## src/rtl/if_id_stage.sv

```systemverilog
// if_id_stage: MIPS32 fetch front end with req/ready imem handshake and IF/ID register.
// Optional IF_ID_PERF_CNT_EN adds saturating stall/flush counters.
module if_id_stage #(
  parameter logic [31:0] RESET_PC  = 32'h0000_0000,
  parameter logic [31:0] NOP_INSTR = 32'h0000_0000,
  parameter int          CNT_W     = 16
) (
  input  logic             clk,
  input  logic             rst_n,
  input  logic             hazard_detected,
  input  logic             branch_taken,
  input  logic [31:0]      branch_target,
  output logic             imem_req,
  output logic [31:0]      imem_addr,
  input  logic             imem_ready,
  input  logic [31:0]      imem_rdata,
  output logic [31:0]      IR,
  output logic [31:0]      pc_plus4_ID,
  output logic             valid_ID
`ifdef IF_ID_PERF_CNT_EN
  ,
  output logic [CNT_W-1:0] stall_cnt,
  output logic [CNT_W-1:0] flush_cnt
`endif
);
  typedef enum logic [1:0] {FETCH, WAIT, DISCARD} state_t;
  state_t      r_state, w_state_nxt;
  logic [31:0] r_pc, r_skid_instr, r_skid_pc4, w_pc4;
  logic        r_skid_vld, w_done;
  assign imem_addr = r_pc;
  assign w_pc4     = r_pc + 32'd4;
  always_comb begin
    imem_req    = rst_n && ((r_state != FETCH) || (!hazard_detected && !r_skid_vld));
    w_done      = imem_req && imem_ready && (r_state != DISCARD);
    // an unanswered request in WAIT/DISCARD must be drained after a redirect
    w_state_nxt = branch_taken ? ((r_state != FETCH && !imem_ready) ? DISCARD : FETCH)
                : (r_state == FETCH) ? ((imem_req && !imem_ready) ? WAIT : FETCH)
                : (imem_ready ? FETCH : r_state);
  end
  always_ff @(posedge clk or negedge rst_n) begin
    if (!rst_n) begin
      r_state      <= FETCH;
      r_pc         <= RESET_PC;
      r_skid_vld   <= 1'b0;
      r_skid_instr <= NOP_INSTR;
      r_skid_pc4   <= 32'd0;
      IR           <= NOP_INSTR;
      pc_plus4_ID  <= 32'd0;
      valid_ID     <= 1'b0;
    end else begin
      r_state <= w_state_nxt;
      if (branch_taken) begin
        r_pc       <= {branch_target[31:2], 2'b00};
        IR         <= NOP_INSTR;
        valid_ID   <= 1'b0;
        r_skid_vld <= 1'b0;
      end else if (hazard_detected) begin
        if (w_done) begin
          r_skid_vld   <= 1'b1;
          r_skid_instr <= imem_rdata;
          r_skid_pc4   <= w_pc4;
          r_pc         <= w_pc4;
        end
      end else if (r_skid_vld) begin
        IR          <= r_skid_instr;
        pc_plus4_ID <= r_skid_pc4;
        valid_ID    <= 1'b1;
        r_skid_vld  <= 1'b0;
      end else if (w_done) begin
        IR          <= imem_rdata;
        pc_plus4_ID <= w_pc4;
        valid_ID    <= 1'b1;
        r_pc        <= w_pc4;
      end else begin
        IR       <= NOP_INSTR;
        valid_ID <= 1'b0;
      end
    end
  end
`ifdef IF_ID_PERF_CNT_EN
  always_ff @(posedge clk or negedge rst_n) begin
    if (!rst_n) begin
      stall_cnt <= '0;
      flush_cnt <= '0;
    end else begin
      if (hazard_detected && !branch_taken && stall_cnt != '1) stall_cnt <= stall_cnt + 1'b1;
      if (branch_taken && flush_cnt != '1) flush_cnt <= flush_cnt + 1'b1;
    end
  end
`endif
endmodule

```

## config.mk

```make
export PLATFORM = sky130hd
export DESIGN_NAME = if_id_stage
export DESIGN_NICKNAME = d
export VERILOG_FILES = /design/src/rtl/if_id_stage.sv
export SDC_FILE = /design/constraint.sdc
export NUM_CORES = 1
export LEC_CHECK = 0
export BUFFER_PORTS_ARGS = -buffer_cell sky130_fd_sc_hd__buf_2
export CAP_MARGIN = 15
export CORE_MARGIN = 2
export CORE_UTILIZATION = 47
export CTS_CLUSTER_DIAMETER = 80
export CTS_CLUSTER_SIZE = 20
export DETAILED_ROUTE_END_ITERATION = 12
export PLACE_DENSITY_LB_ADDON = 0.3
export RECOVER_POWER = 100
export SLEW_MARGIN = 30
export SYNTH_ARGS = -nofsm -noshare
export SYNTH_HDL_FRONTEND = slang
export SYNTH_SLANG_ARGS = --single-unit
```

## constraint.sdc

```tcl
create_clock -name clk -period 4.04 [get_ports clk]
set_input_delay 0.808 -clock clk [delete_from_list [all_inputs] [get_ports clk]]
set_output_delay 0.808 -clock clk [all_outputs]
set_load 0.02 [all_outputs]
```

==> run metrics <==
critical path class input port to flip-flop; Post-Place Cells 1,092; Critical Path Source Type input port; Detailed Routing Iterations Pass 1 5; vias 6,005; clock insertion delay at the later pin of the skew report 0.42 ns; CTS Hold Bufs 0; DP HPWL 11,900 um; Mean Syn Cell Area 9.31 um2; Setup crit end kind flip-flop; Iter 0 DRT Violations 418; GPL Wtd Cong 0.845; GRT Overall Usage 0.217; synth warn 0; Power Density 473 mW/mm2; Mapped Cells 784; WL/cell 15.5 um; share of async-settable or async-resettable flops after synthesis 1.00; Hold Path Class input port to asynchronous set/reset pin; violated checks max-capacitance violations, max-slew violations; Final Critical Period 3.18 ns; total grt overflow 0; Critical Path Max Stage Delay 1.10 ns; P&R area growth vs syn 18.5%; Final Skew 0.00782 ns; Worst-Margin Slew 2.19 ns; Crit-path slowest cell clkbuf_1; DRC Markers 0; Final Cycle Share 0.787; fmax 314 MHz; unrepaired setup endpoints after global routing false; CTS root buffer clkbuf_16; number of synthesized flops with an enable pin 0; clock tree sinks 158; dominant synthesized flop cell dfrtp_1; # Max-Cap Violations 3; H-tree levels 4; # fillers 1,435; Lkg Pwr 3.80 nW; Post-DP Area 0.00823 mm2; vias in the first global route 5,530; sequential-to-total area share from yosys stat 0.541; Hold Fails Final Rpt 0; CP max FO 52; largest net degree at the start of global routing 66; max_slew headroom -0.462; run status complete, but fails checks; Die W 129 um; synth top area cells dfrtp_1, o21ai_0, nand2_1; final net count 993; Final TNS setup 0 ns; TritonCTS clock tree yes; Synth area leader dfrtp_1; I/O Pins 167; IO Port Bufs 160; clock slew at reported path FFs 0.06 ns; Antenna Nets Post-Route 0; post-CTS sizing 0; area fraction of the dominant cell type after synthesis 0.541; Top Family by Delay on Critical Path buffers and inverters; Hold Worst Slack 0.283 ns; Die Y-Extent 129 um; max-slew violations 129; Core Rows 45; final setup violation count 0; Worst EP arrival 3.46 ns; Die Area 0.0165 mm2; WP buf/inv 4; routed wire length 17,400 um; wire length of the first global-routing pass 28,400 um; setup bufs post-CTS 0; clock buffer depth 2; Synth cell types 50; Post-Syn Area 0.00730 mm2; Initial Util 0.480; Via density 5.35; # diodes 0; Final Non-Filler Cells 1,123; cells along the critical path clkbuf_1 > nor2b_2 > buf_4 > nand4_1 > clkbuf_1 > buf_4 > o21ai_0; CTS buffer count 17; layout cells sized above 1 0.121; initial antenna violation count 0; Core Footprint 0.0152 mm2; Design Area, Final 0.00865 mm2; Peak supply drop 308 uV; register bit count reported by yosys 158; CP required 4.32 ns; overall power 4.09 mW
==> cell type report <==
cell class,count,area [um2],area share
repair buffers,176,777,0.0898
inverters,41,154,0.0178
well taps,188,235,0.0272
multi-input cells,529,2950,0.341
clock inverters,10,141,0.0163
clock buffers,21,440,0.0509
flip-flops and latches,158,3950,0.457
==> power by group <==
part | internal (mW) | total (mW) | switching, mW
Clock | 0.968 | 1.59 | 0.619
Combinational | 0.197 | 0.604 | 0.407
Sequential | 1.76 | 1.90 | 0.141
==> final timing paths <==
| path | from | end | slack (ns) | cells past startpoint |
|---|---|---|---|---|
| worst min register to register | pc_plus4_ID[26]$_DFFE_PN0P_ | pc_plus4_ID[26]$_DFFE_PN0P_ | 0.47 | 2 |
| worst max register to register | imem_addr[2]$_DFFE_PN0P_ | pc_plus4_ID[26]$_DFFE_PN0P_ | 1.22 | 6 |
| max in group asynchronous | rst_n | r_skid_instr[23]$_DFFE_PN0P_ | 1.91 | 2 |
| min in group clk | pc_plus4_ID[26]$_DFFE_PN0P_ | pc_plus4_ID[26]$_DFFE_PN0P_ | 0.47 | 2 |
| worst max-delay path | hazard_detected | r_skid_instr[19]$_DFFE_PN0P_ | 0.86 | 7 |
| worst min-delay path | rst_n | IR[1]$_DFFE_PN0N_ | 0.28 | 1 |
==> routing by layer <==
layer	up-vias	wire length [um]	track usage
met5	-	0	0
met4	0	368	0.0799
met3	26	836	0.0428
met2	182	7880	0.330
met1	2822	8350	0.311
li1	2975	-	-
==> cell usage in the layout (no fill, tap or decap), types with 3 or more instances in the layout <==
cell type	synthesis	final
nor2_1	29	29
a31oi_1	4	4
clkbuf_16	0	17
clkbuf_2	3	3
conb_1	1	4
a22oi_1	33	33
o22ai_1	5	5
buf_4	5	7
o21ai_0	134	134
nor3_1	18	17
nand4_1	18	19
mux2_2	5	5
xor2_1	19	19
a21o_1	4	4
nand2_1	135	135
xnor2_1	31	31
nor2b_1	5	4
o211ai_1	7	7
a211oi_1	4	4
mux2i_1	3	3
inv_1	41	41
clkinv_4	0	3
buf_2	3	63
nor4_1	8	8
clkbuf_1	47	106
nand3_1	16	16
dfrtp_1	158	158
bufinv_16	0	3
a21oi_1	14	14
==> registers in the layout, indices dropped and copies added, names as in the netlist <==
name and cells:
r_skid_vld 1, imem_addr 30, IR 32, r_skid_pc4 30, r_state 2, r_skid_instr 32, valid_ID 1, pc_plus4_ID 30
==> synthesized netlist by cell type (all sizes together) (2+ instances only) <==
cell type  instances
dfrtp            158
nand2            135
o21ai            134
clkbuf            50
inv               41
a22oi             33
xnor2             31
nor2              29
nand4             20
nor3              19
xor2              19
nand3             16
a21oi             14
buf                9
nor4               8
o211ai             7
mux2               5
nor2b              5
o22ai              5
a211oi             4
a21o               4
a31oi              4
mux2i              3
or4                3
and2               2
and3               2
and4               2
nor3b              2
o2111ai            2
o311ai             2
or2                2
or3                2
==> stage by stage <==
step           worst slack (ns)   util
2_1_floorplan              1.76      -
3_3_place_gp               1.24  0.541
3_5_place_dp               1.20  0.541
4_1_cts                    1.20  0.580
5_1_grt                   0.546  0.569
6_report                  0.859  0.569
==> kinds of logic (layout without fill, tap and decap cells) <==
family,count (synthesis),count (layout),share of synthesized area
mux,8,8,0.0118
other cells,1,4,0.000514
fa+ha+maj,1,1,0.00171
buf+inv,100,248,0.0560
flops,158,158,0.541
xor+xnor,50,50,0.0600
compound gates,216,216,0.172
simple gates,250,250,0.157
Note: power is estimated with default switching activity, not from simulation.
